--- src/rtl/servo_pulse_decoder.sv ---
// -----------------------------------------------------------------------------
// servo_pulse_decoder
//
// Measures the high time of one RC-servo PWM line and decodes it into an 8-bit
// position code (the inverse of the arm's PWM generators). One instance per
// channel.
//
// Ports:
//   CLOCK_50     in   system clock (50 MHz)
//   KEY0         in   asynchronous active-low reset
//   pwm_in       in   asynchronous servo PWM input
//   position     out  last decoded position code (0..255)
//   pulse_width  out  last accepted high time, in CLOCK_50 cycles
//   valid        out  one-cycle strobe: position/pulse_width updated
//   err_short    out  one-cycle strobe: pulse shorter than SHORT_LIMIT_CYC
//   err_long     out  one-cycle strobe: pulse reached LONG_LIMIT_CYC
//   signal_lost  out  level: no rising edge for TIMEOUT_CYC cycles
// -----------------------------------------------------------------------------
module servo_pulse_decoder #(
  parameter int MIN_PULSE_CYC   = 50000,
  parameter int STEP_CYC        = 196,
  parameter int SHORT_LIMIT_CYC = 25000,
  parameter int LONG_LIMIT_CYC  = 125000,
  parameter int TIMEOUT_CYC     = 1500000,
  parameter int WIDTH_W         = 17
) (
  input  logic               CLOCK_50,
  input  logic               KEY0,
  input  logic               pwm_in,
  output logic [7:0]         position,
  output logic [WIDTH_W-1:0] pulse_width,
  output logic               valid,
  output logic               err_short,
  output logic               err_long,
  output logic               signal_lost
);

  localparam int TO_W = $clog2(TIMEOUT_CYC + 1);

  localparam logic [WIDTH_W-1:0] W_ONE   = WIDTH_W'(1);
  localparam logic [WIDTH_W-1:0] SHORT_W = WIDTH_W'(SHORT_LIMIT_CYC);
  localparam logic [WIDTH_W-1:0] MIN_W   = WIDTH_W'(MIN_PULSE_CYC);
  localparam logic [WIDTH_W-1:0] LONG_W  = WIDTH_W'(LONG_LIMIT_CYC);
  localparam logic [WIDTH_W-1:0] LONG_M1 = WIDTH_W'(LONG_LIMIT_CYC - 1);
  localparam logic [WIDTH_W-1:0] STEP_M1 = WIDTH_W'(STEP_CYC - 1);
  localparam logic [TO_W-1:0]    TO_ONE  = TO_W'(1);
  localparam logic [TO_W-1:0]    TO_MAX  = TO_W'(TIMEOUT_CYC);
  localparam logic [TO_W-1:0]    TO_M1   = TO_W'(TIMEOUT_CYC - 1);

  typedef enum logic [1:0] {
    WAIT_LOW = 2'd0,
    ARMED    = 2'd1,
    HIGH     = 2'd2
  } state_t;

  // ---------------------------------------------------------------------------
  // Input conditioning: 2-flop synchronizer, then one more stage (line) that the
  // FSM reads. The extra stage places every decision on the third edge after
  // the first edge that samples pwm_in low.
  // ---------------------------------------------------------------------------
  logic [1:0] sync_ff;
  logic       line;
  logic [1:0] settle;   // counts edges since reset until line reflects pwm_in

  // NOTE: async active-low reset lives in the sensitivity list; every register
  // below is cleared the instant KEY0 falls, without waiting for a clock.
  always_ff @(posedge CLOCK_50 or negedge KEY0) begin
    if (!KEY0) begin
      sync_ff <= '0;
      line    <= 1'b0;
      settle  <= 2'd0;
    end else begin
      // NOTE: non-blocking assignments make the flops shift as a chain; blocking
      // ones would collapse the synchronizer into a single stage.
      sync_ff <= {sync_ff[0], pwm_in};
      line    <= sync_ff[1];
      if (settle != 2'd3) settle <= settle + 2'd1;
    end
  end

  // Until the pipeline has refilled after reset, line reads 0 regardless of the
  // pin; WAIT_LOW must not treat that as the line being low, or a pulse already
  // in progress at reset release would be measured.
  logic pipe_ready;
  assign pipe_ready = (settle == 2'd3);

  // ---------------------------------------------------------------------------
  // FSM + datapath
  // ---------------------------------------------------------------------------
  state_t             state, state_n;
  logic [WIDTH_W-1:0] width, width_n;       // high cycles of current pulse
  logic [WIDTH_W-1:0] pre, pre_n;           // step prescaler: excess mod STEP_CYC
  logic [7:0]         pos, pos_n;           // running position of current pulse
  logic [TO_W-1:0]    to_cnt, to_n;         // armed cycles since last accept
  logic [7:0]         position_n;
  logic [WIDTH_W-1:0] pulse_width_n;
  logic               valid_n, err_short_n, err_long_n, lost_n;

  always_comb begin
    // NOTE: every variable gets a default before the case statement so no path
    // leaves one unassigned; that is what keeps this block free of latches.
    state_n       = state;
    width_n       = width;
    pre_n         = pre;
    pos_n         = pos;
    to_n          = to_cnt;
    position_n    = position;
    pulse_width_n = pulse_width;
    valid_n       = 1'b0;
    err_short_n   = 1'b0;
    err_long_n    = 1'b0;
    lost_n        = signal_lost;

    unique case (state)
      WAIT_LOW: begin
        if (pipe_ready && !line) state_n = ARMED;
      end

      ARMED: begin
        // In ARMED the line was low last cycle, so a high line is a rising edge.
        // It is checked first so it wins over a coincident timeout.
        if (line) begin
          state_n = HIGH;
          width_n = W_ONE;
          pre_n   = '0;
          pos_n   = 8'd0;
        end else if (to_cnt != TO_MAX) begin
          to_n = to_cnt + TO_ONE;
          if (to_cnt == TO_M1) lost_n = 1'b1;
        end
      end

      HIGH: begin
        if (line) begin
          if (width == LONG_M1) begin
            width_n    = LONG_W;
            err_long_n = 1'b1;
            state_n    = WAIT_LOW;
          end else begin
            width_n = width + W_ONE;
            // The new width exceeds MIN_PULSE_CYC: one more cycle of excess.
            // Every STEP_CYC cycles of excess advance the position by one,
            // which equals floor(excess / STEP_CYC) without a divider.
            if (width >= MIN_W) begin
              if (pre == STEP_M1) begin
                pre_n = '0;
                if (pos != 8'hFF) pos_n = pos + 8'd1;
              end else begin
                pre_n = pre + W_ONE;
              end
            end
          end
        end else if (width < SHORT_W) begin
          err_short_n = 1'b1;
          state_n     = ARMED;
        end else begin
          valid_n       = 1'b1;
          pulse_width_n = width;
          position_n    = pos;
          lost_n        = 1'b0;
          to_n          = '0;
          state_n       = ARMED;
        end
      end

      default: state_n = WAIT_LOW;
    endcase
  end

  always_ff @(posedge CLOCK_50 or negedge KEY0) begin
    if (!KEY0) begin
      state       <= WAIT_LOW;
      width       <= '0;
      pre         <= '0;
      pos         <= 8'd0;
      to_cnt      <= '0;
      position    <= 8'd0;
      pulse_width <= '0;
      valid       <= 1'b0;
      err_short   <= 1'b0;
      err_long    <= 1'b0;
      signal_lost <= 1'b1;
    end else begin
      state       <= state_n;
      width       <= width_n;
      pre         <= pre_n;
      pos         <= pos_n;
      to_cnt      <= to_n;
      position    <= position_n;
      pulse_width <= pulse_width_n;
      valid       <= valid_n;
      err_short   <= err_short_n;
      err_long    <= err_long_n;
      signal_lost <= lost_n;
    end
  end

endmodule

--- config.mk ---
export PLATFORM = sky130hd
export DESIGN_NAME = servo_pulse_decoder
export DESIGN_NICKNAME = d
export VERILOG_FILES = /design/src/rtl/servo_pulse_decoder.sv
export SDC_FILE = /design/constraint.sdc
export NUM_CORES = 1
export LEC_CHECK = 0
export ABC_AREA = 0
export CAP_MARGIN = 10
export CORE_MARGIN = 10
export CORE_UTILIZATION = 45
export CTS_CLUSTER_SIZE = 16
export DETAILED_ROUTE_END_ITERATION = 6
export SLEW_MARGIN = 20
export SYNTH_ARGS = -nofsm -noshare
export SYNTH_HDL_FRONTEND = slang
export SYNTH_SLANG_ARGS = --single-unit
--- constraint.sdc ---
create_clock -name CLOCK_50 -period 2.8 [get_ports CLOCK_50]
set_clock_uncertainty 0.2 [all_clocks]
set_input_delay 0.84 -clock CLOCK_50 [delete_from_list [all_inputs] [get_ports CLOCK_50]]
set_output_delay 0.84 -clock CLOCK_50 [all_outputs]
set_load 0.005 [all_outputs]
### After elaboration in Yosys (flattened, before gate mapping)

Index checks and enable logic that the tools add are counted.

| storage, ports and cells | value |
|---|---|
| bits of input ports | 3 |
| register bits after elaboration | 99 |
| word-level logic and storage cells | 98 |

| cells by class | value |
|---|---|
| eq/ne operators | 22 |
| magnitude comparators | 2 |
| multiplexer cells | 42 |
| bitwise logic cells | 2 |
| reduce and logical (&&, ||, !) cells | 11 |
| add/subtract/negate cells | 5 |

Operator list:

| kind | number |
|---|---|
| two-way mux 17 bit | 8 |
| two-way mux 21 bit | 4 |
| case mux 17 bit (2 select lines) | 2 |
| two-way mux 8 bit | 6 |
| case mux 21 bit (2 select lines) | 1 |
| adder 17 x 1 -> 17 bit (second input constant) | 2 |
| inequality test 2 bit (second input constant) | 13 |
| adder 21 x 1 -> 21 bit (second input constant) | 1 |
| equality test 21 bit (second input constant) | 1 |
| inequality test 21 bit (second input constant) | 1 |
| equality test 17 bit (second input constant) | 1 |
| equality test 17 x 8 -> 1 bit (second input constant) | 1 |
| >= comparator 17 x 16 -> 1 bit (second input constant) | 1 |
| less-than comparator 17 x 15 -> 1 bit (second input constant) | 1 |
| case mux 8 bit (2 select lines) | 1 |
| two-way mux 1 bit | 14 |
| AND reduction 5 bit | 2 |
| AND reduction 3 bit | 3 |
| adder 8 x 1 -> 8 bit (second input constant) | 1 |
| two-way mux 2 bit | 4 |
| inequality test 8 bit (second input constant) | 1 |
| AND reduction 7 bit | 1 |
| case mux 2 bit (3 select lines) | 1 |
| AND reduction 6 bit | 1 |
| other kinds (10) | 12 |

### Logic depth before layout (Yosys ltp)

Gate-level depths: netlist of the first run.

| logic depth | value |
|---|---|
| depth after elaboration | 7 |
| depth in mapped cells | 9 |
| mapped depth without buffers | 7 |

### Worst setup path before layout of the first run

No wires, ideal clock.

| timing | value |
|---|---|
| path kind | flip-flop to flip-flop |
| start point | reg width[10] |
| end point | reg position[7] |
| clock period less this slack | 2.366 ns |
| stages on the path, launching flop included | 7 |
| data required time | 2.475 ns |
| slack | 0.434 ns |
| path buffers | 2 |
| arrival time | 2.041 ns |
| setup time | 0.125 ns |
| cell sequence | dfrtp_1 > buf_6 > or3_4 > o311a_2 > o21ai_2 > buf_4 > mux2_2 |

| on the way | value |
|---|---|
| cells in the longest elaborated chain, start to end | 3 |

RTL lines:

| what | line | source |
|---|---|---|
| start, declared | 91 | `logic [WIDTH_W-1:0] width, width_n;` |
| start signal, assigned | 185 | `width <= width_n;` |
| less-than comparator 17 x 15 -> 1 bit | 153 | `end else if (width < SHORT_W) begin` |
| NOT 1 bit (no line) | n/a |  |
| AND reduction 3 bit (no line) | n/a |  |
| end signal, assigned | 189 | `position <= position_n;` |
| end, declared | 30 | `output logic [7:0] position,` |

Every way passes these cells.
A chain may end at the register's enable or synchronous reset.

### Final worst setup path of the first run

| timing | value |
|---|---|
| start point | reg width[13] |
| end point | reg state[0] |

| on the way | value |
|---|---|
| cells in the longest elaborated chain, start to end | 3 |

RTL lines:

| what | line | source |
|---|---|---|
| equality test 17 bit | 135 | `if (width == LONG_M1) begin` |
| inequality test 3 bit (no line) | n/a |  |
| AND reduction 3 bit (no line) | n/a |  |
| end signal, assigned | 184 | `state <= state_n;` |
| end, declared | 90 | `state_t state, state_n;` |

Every way passes these cells.

==> impl_results.rst, run 1 <==
.. list-table::
   :header-rows: 1

   * - Metric
     - Value
   * - Post-synthesis sequential element count
     - 99
   * - Die height
     - around 130 µm
   * - Mean area per synthesized cell
     - roughly 9.5 µm²
   * - Fin. max-slew vios
     - 0
   * - CTS tree
     - yes
   * - Power per unit of standard cell area
     - 663 mW/mm²
   * - Data required time at the worst endpoint
     - approximately 2.9 ns
   * - Final setup vio count
     - 0
   * - Number of warnings issued by yosys
     - 0
   * - Number of standard-cell rows in the floorplan
     - 40
   * - Vias in the first global route
     - ~4700
   * - Top_reg_cell synth
     - sky130_fd_sc_hd__dfrtp_1
   * - Commonest non-fill, non-tap cell in the layout
     - sky130_fd_sc_hd__dfrtp_1
   * - Fmax
     - 394 MHz
   * - Die area
     - 0.0173 mm²
   * - Post-detailed-route DRC marker count
     - 0
   * - Routed via count
     - approximately 4800
   * - Count of antenna-violating nets left after detailed routing
     - 0
   * - Unique cell type count in the Yosys netlist
     - 74
   * - Result of the run
     - finished clean
   * - Number of setup buffers added after CTS
     - 0
   * - Antenna diode count
     - 0
   * - Clock tree root driver cell
     - sky130_fd_sc_hd__clkbuf_16
   * - Post-DP HPWL
     - 9.78 mm
   * - Share of the cycle needed by the critical path after routing
     - 0.907
   * - Remaining global-route overflow
     - 0
   * - Origin of the worst min-delay path
     - sync_ff[1]
   * - Filler-free cell count of the finished design
     - roughly 800
   * - Synthesized instance count
     - a little under 600
   * - Worst R2R Start
     - width[13]
   * - Sort of element at the end of the critical path
     - flop
   * - Transition time at the pin with the least slew margin
     - a little over 0.7 ns
   * - Number of clock buffers inserted by TritonCTS
     - 9
   * - Number of buffer cells added on primary ports
     - 31
   * - Floorplan core area
     - 0.0121 mm²
   * - Sum of routed wire length over all layers
     - about 14 mm
   * - Final hold vios
     - 0
   * - Post-synthesis cell area
     - ~0.0056 mm²
   * - Crit path max fanout
     - 11
   * - Setup slack after placement
     - between 0.2 and 0.25 ns
   * - Initial antenna violation count
     - 0
   * - Number of search-and-repair iterations in the first detailed-routing pass
     - 5
   * - Count of nets after finishing
     - 633
   * - Gp weighted congestion
     - 0.899
   * - Total track usage
     - 0.164
   * - Launching element of the worst setup path
     - width[13]
   * - Deepest level of the CTS H-tree
     - 3
   * - Number of placed cells counting well taps
     - 776
   * - Leading cell types in the layout, fill and taps excluded
     - sky130_fd_sc_hd__dfrtp_1 (98), sky130_fd_sc_hd__nand2_1 (54), sky130_fd_sc_hd__nand3_1 (37)
   * - Kind of path behind the tightest hold check
     - reg2reg
   * - Asr flop ratio synth
     - 1.00
   * - Peak supply drop
     - around 0.00048 V
   * - Critical path data arrival time
     - around 2.6 ns
   * - Clock latency on the worst-skew pair
     - around 0.36 ns
   * - Max Cap Viol
     - 0
   * - Average wire per cell in the routed design
     - roughly 18 µm
   * - Max-slew headroom
     - 0.521
   * - Setup repair after global routing missed its margin
     - false
   * - P&R area growth vs syn
     - 15.5%
   * - Effective utilization at floorplan
     - 0.463
   * - Total Negative Setup Slacks
     - 0 ns
   * - Total power
     - around 0.0043 W
   * - Die W
     - approximately 130 µm
   * - Io pins
     - 32
   * - Starting DRT DRC Count
     - between 400 and 500
   * - Clock Sinks
     - around 100
   * - Post-layout min period
     - approximately 2.5 ns
   * - Critical Path Start Type
     - flop
   * - Post-layout worst setup margin
     - roughly 0.26 ns
   * - Fraction of final layout cells sized beyond drive strength 1
     - 0.149
   * - Crit Path Category
     - reg2reg
   * - Vias per cell
     - ~6.0
   * - Post-synthesis sequential area ratio
     - 0.442
   * - Number of flops mapped to enable cells by yosys
     - 0
   * - Post-Synthesis Net Count
     - around 600
   * - Final-layout fill cell count
     - approximately 1100
   * - Clock-pin transition on the worst setup and hold timing paths
     - 0.07 ns
   * - Largest net degree at the start of global routing
     - about 60
   * - Standby leakage power
     - between 2 and 3 nW
   * - First-pass GRT wire length
     - approximately 24 mm
   * - Maximum buffer depth of the clock tree
     - 2
==> synth_stat cells (3+ instances only) <==
cell type                   instances  area (µm²)
sky130_fd_sc_hd__a211oi_1           5        37.5
sky130_fd_sc_hd__a21oi_1           20         100
sky130_fd_sc_hd__a221o_1            4        40.0
sky130_fd_sc_hd__a221o_2            4        45.0
sky130_fd_sc_hd__a22o_1             7        61.3
sky130_fd_sc_hd__a2bb2oi_1          3        26.3
sky130_fd_sc_hd__a31oi_1            5        31.3
sky130_fd_sc_hd__and3_1            11        68.8
sky130_fd_sc_hd__and4_1             5        43.8
sky130_fd_sc_hd__buf_2              5        25.0
sky130_fd_sc_hd__buf_4              3        22.5
sky130_fd_sc_hd__clkbuf_1          28         105
sky130_fd_sc_hd__dfrtp_1           98        2450
sky130_fd_sc_hd__ha_1              11         138
sky130_fd_sc_hd__inv_1             24        90.1
sky130_fd_sc_hd__mux2_2            25         282
sky130_fd_sc_hd__mux2i_1            4        40.0
sky130_fd_sc_hd__nand2_1           54         203
sky130_fd_sc_hd__nand2b_1           3        18.8
sky130_fd_sc_hd__nand3_1           37         185
sky130_fd_sc_hd__nand4_1           14        87.6
sky130_fd_sc_hd__nor2_1            28         105
sky130_fd_sc_hd__nor2b_1            8        50.1
sky130_fd_sc_hd__nor3_1            21         105
sky130_fd_sc_hd__nor4_1            16         100
sky130_fd_sc_hd__o211ai_1          13        97.6
sky130_fd_sc_hd__o21ai_0           26         130
sky130_fd_sc_hd__o221ai_1           3        26.3
sky130_fd_sc_hd__o22ai_1            3        18.8
sky130_fd_sc_hd__o2bb2ai_1          5        43.8
sky130_fd_sc_hd__o311ai_0           5        43.8
sky130_fd_sc_hd__o31ai_1           15         113
sky130_fd_sc_hd__o41ai_1            4        35.0
sky130_fd_sc_hd__or2_2              3        18.8
sky130_fd_sc_hd__or3_1             12        75.1
sky130_fd_sc_hd__or4_1              7        52.6
==> routing by layer <==
layer  global-route usage  routed length [µm]
met4               0.0674                 256
met2                0.258                6530
met5                    0                   0
met1                0.213                6500
met3               0.0366                 650
==> final cells by class <==
cell class | count | area, µm² | area share
inverters | 24 | 90.1 | 0.0139
flip-flops and latches | 99 | 2480 | 0.382
clock inverters | 7 | 83.8 | 0.0129
repair buffers | 57 | 541 | 0.0834
well taps | 168 | 210 | 0.0324
multi-input cells | 428 | 2850 | 0.440
clock buffers | 9 | 225 | 0.0347
==> metrics by stage <==
stage,area (µm²),hold slack (ns),util
final,6480,0.156,0.535
after global routing,6480,0.170,0.535
after CTS,6480,0.160,0.535
after detailed placement,6170,0.138,0.510
after global placement,6170,0.138,0.510
after floorplan,5610,0.131,-
==> path summary, 6_finish.rpt <==
kind                          endpoint  slack, ns  cells after the start
max reg2reg                   state[0]       0.26                      5
max in group asynchronous  signal_lost       1.80                      2
min reg2reg                       line       0.16                      0
max                           state[0]       0.26                      5
min in group asynchronous     width[0]       0.25                      2
min                               line       0.16                      0
==> critical path: stages, from the launching register on <==
cell                       delay (ns)
sky130_fd_sc_hd__dfrtp_1         0.57
sky130_fd_sc_hd__nor4bb_1        0.36
sky130_fd_sc_hd__nand4_1         0.22
sky130_fd_sc_hd__o21ai_1         0.58
sky130_fd_sc_hd__a31oi_1         0.19
sky130_fd_sc_hd__mux2_2          0.30
==> registers in the layout (all words and copies together), names as in the netlist <==
name,cells
pulse_width,17
sync_ff,2
signal_lost,1
position,8
pre,17
pos,8
valid,1
state,2
line,1
to_cnt,21
settle,2
width,17
err_short,1
err_long,1
==> cells by family (layout without fill, tap and decap cells) <==
kind of cell | count (synthesis) | count (layout) | share of synthesized area
xor+xnor | 1 | 1 | 0.00156
mux | 29 | 29 | 0.0573
compound gates | 152 | 152 | 0.200
simple gates | 235 | 235 | 0.224
flops | 99 | 99 | 0.442
buf+inv | 64 | 97 | 0.0506
fa+ha+maj | 11 | 11 | 0.0245
==> power breakdown <==
| group | switching [W] | internal, W | leakage (nW) |
|---|---|---|---|
| Clock | 0.000591 | 0.000710 | 0.149 |
| Combinational | 0.000905 | 0.000462 | 1.23 |
| Sequential | 0.000117 | 0.00151 | 1.32 |
==> timing repair <==
item / in CTS / in global routing
hold buffers: 0 / 0
gates resized for setup: 0 / 1
endpoints found under the setup margin: 0 / 1
No activity file was read; power rests on OpenSTA's default activity.
==> inputs of run 2 (changes only) <==
Settings changed: CTS_BUF_LIST from default to sky130_fd_sc_hd__clkbuf_8.
==> impl_results.rst, run 2 (same netlist as run 1, synthesis figures left out) <==
.. list-table::
   :header-rows: 1

   * - Metric
     - Value
   * - Utilization after layout
     - 0.527 (-0.00837)
   * - Total track usage
     - 0.162 (-0.00225)
   * - Clock tree root driver cell
     - sky130_fd_sc_hd__clkbuf_8
   * - Leading cell types in the layout, fill and taps excluded
     - sky130_fd_sc_hd__dfrtp_1 (98), sky130_fd_sc_hd__nand2_1 (54), sky130_fd_sc_hd__nand3_1 (37)
   * - P&R area growth vs syn
     - 13.7%
   * - Remaining global-route overflow
     - 0 (unchanged)
   * - Crit path max fanout
     - 11 (unchanged)
   * - Hold path endpoint
     - line
   * - Critical Path Max Stage Delay
     - 0.58 ns (about the same)
   * - Critical Path Start Type
     - flop
   * - Die W
     - 132 µm (unchanged)
   * - Count of nets after finishing
     - 633 (unchanged)
   * - Launching element of the worst setup path
     - width[13]
   * - Peak supply drop
     - 0.000463 V (-2.7%)
   * - Die area
     - 0.0173 mm² (unchanged)
   * - Worst Reg2Reg Path Length in Cells
     - 5 (unchanged)
   * - First-pass GRT wire length
     - 23.7 mm (-0.75%)
   * - Starting DRT DRC Count
     - 423 (+1.7%)
   * - Average wire per cell in the routed design
     - 17.6 µm (about the same)
   * - Setup repair after global routing missed its margin
     - false
   * - Post-layout min period
     - 2.55 ns (+0.00854 ns)
   * - Io pins
     - 32 (unchanged)
   * - Clock-pin transition on the worst setup and hold timing paths
     - 0.11 ns (+0.04 ns)
   * - Vias in the first global route
     - 4646 (-0.51%)
   * - Critical path data arrival time
     - 2.63 ns (+0.04 ns)
   * - Number of clock buffers inserted by TritonCTS
     - 9 (unchanged)
   * - Vias per cell
     - 6.04 (-0.13%)
   * - Highest metal layer with signal wires
     - met4
   * - Register-to-register setup slack
     - 0.25 ns (about the same)
   * - Wl on met1
     - 6.50 mm (about the same)
   * - Kind of path behind the tightest hold check
     - reg2reg
   * - Origin of the worst min-delay path
     - sync_ff[1]
   * - Number of search-and-repair iterations in the first detailed-routing pass
     - 5 (unchanged)
   * - Share of the cycle needed by the critical path after routing
     - 0.910 (+0.00305)
   * - Clock latency on the worst-skew pair
     - 0.39 ns (+0.03 ns)
   * - Routed wire length on met3
     - 700 µm (+7.7%)
   * - Maximum buffer depth of the clock tree
     - 2 (unchanged)
   * - Power per unit of standard cell area
     - 626 mW/mm² (-5.7%)
   * - Effective utilization at floorplan
     - 0.463 (unchanged)
   * - Transition time at the pin with the least slew margin
     - 0.681 ns (-0.0311 ns)
   * - Number of standard-cell rows in the floorplan
     - 40 (unchanged)
   * - CTS tree
     - yes
   * - Post-detailed-route DRC marker count
     - 0 (unchanged)
   * - CP cell instances
     - nor4bb_1 > nand4_1 > o21ai_1 > a31oi_1 > mux2_2
   * - Max Cap Viol
     - 0 (unchanged)
   * - Total Negative Setup Slacks
     - 0 ns (unchanged)
   * - Reg-to-reg critical path endpoint
     - state[0]
   * - Sum of routed wire length over all layers
     - 13.9 mm (about the same)
   * - Data required time at the worst endpoint
     - 2.88 ns (+0.03 ns)
   * - Deepest level of the CTS H-tree
     - 3 (unchanged)
   * - Largest net degree at the start of global routing
     - 59 (unchanged)
   * - Post-layout worst setup margin
     - 0.252 ns (-0.00854 ns)
   * - Count of antenna-violating nets left after detailed routing
     - 0 (unchanged)
   * - Hold Slack
     - 0.163 ns (+0.00765 ns)
   * - Fin. max-slew vios
     - 0 (unchanged)
   * - Hold Crit Depth
     - 0 (unchanged)
   * - Sort of element at the end of the critical path
     - flop
   * - Floorplan core area
     - 0.0121 mm² (unchanged)
   * - Result of the run
     - finished clean
   * - Crit Path Category
     - reg2reg
   * - Initial antenna violation count
     - 0 (unchanged)
   * - Fmax
     - 392 MHz (-0.33%)
   * - Post-DP HPWL
     - 9.78 mm (unchanged)
   * - Clock Sinks
     - 99 (unchanged)
   * - Final hold vios
     - 0 (unchanged)
   * - Routed met2 length
     - 6.50 mm (-0.58%)
   * - Setup slack after placement
     - 0.206 ns (unchanged)
   * - Worst R2R Start
     - width[13]
   * - Standby leakage power
     - 2.65 nW (-1.7%)
   * - Antenna diode count
     - 0 (unchanged)
   * - Slowest stage cell, crit path
     - sky130_fd_sc_hd__dfrtp_1
   * - Die height
     - 132 µm (unchanged)
   * - Number of buffer cells added on primary ports
     - 31 (unchanged)
   * - Routed via count
     - 4783 (-0.13%)
   * - Largest register FFs
     - 21 (unchanged)
   * - Most flops, register
     - to_cnt
   * - Gp weighted congestion
     - 0.899 (unchanged)
   * - Final setup vio count
     - 0 (unchanged)
   * - Commonest non-fill, non-tap cell in the layout
     - sky130_fd_sc_hd__dfrtp_1
   * - Fraction of final layout cells sized beyond drive strength 1
     - 0.149 (unchanged)
   * - Max-slew headroom
     - 0.542 (+0.0209)
## run 2: area by class of cell
cell class | instances | area [µm²]
fill | 1122 | 5730
multi-input combinational | 428 | 2850
sequential | 99 | 2480
clock inverter | 7 | 83.8
clock buffer | 9 | 124
tap | 168 | 210
inverter | 24 | 90.1
timing repair buffer | 57 | 541
## run 2: what timing repair did
action,in CTS,in global routing
setup buffers,0,0
endpoints found under the setup margin,0,1
resized for setup,0,1
hold buffers,0,0
## run 2: how the worst max path moves through the flow
stage / endpoint / slack (ns) / cells after the start
2_1_floorplan: position[7] / 0.43 / 6
3_3_place_gp: pos[5] / 0.26 / 5
3_5_place_dp: pos[5] / 0.21 / 5
4_1_cts: pos[5] / 0.19 / 5
5_1_grt: pre[11] / 0.10 / 6
6_report: state[0] / 0.25 / 5
## run 2: report_power, final
part	switching (W)	internal, W	total (W)
Sequential	0.000117	0.00151	0.00163
Clock	0.000564	0.000431	0.000995
Combinational	0.000905	0.000462	0.00137
## run 2: per-layer routing
metal / GRT usage / up-vias
li1: - / 2296
met1: 0.216 / 2348
met2: 0.253 / 121
met3: 0.0305 / 18
met4: 0.0624 / 0
met5: 0 / -
## run 2: worst max-delay path: cells and delay by family, from the launching register on
family	cells	cell delay (ns)
flops	1	0.58
mux	1	0.30
simple gates	2	0.59
compound gates	2	0.77
## run 2: through the flow
step,instance area (µm²),std cells,power (W)
finish,6380,792,0.00399
global route,6380,792,0.00425
CTS,6380,792,0.00401
detailed placement,6170,776,0.00302
global placement,6170,776,0.00297
floorplan,5610,591,0.00253
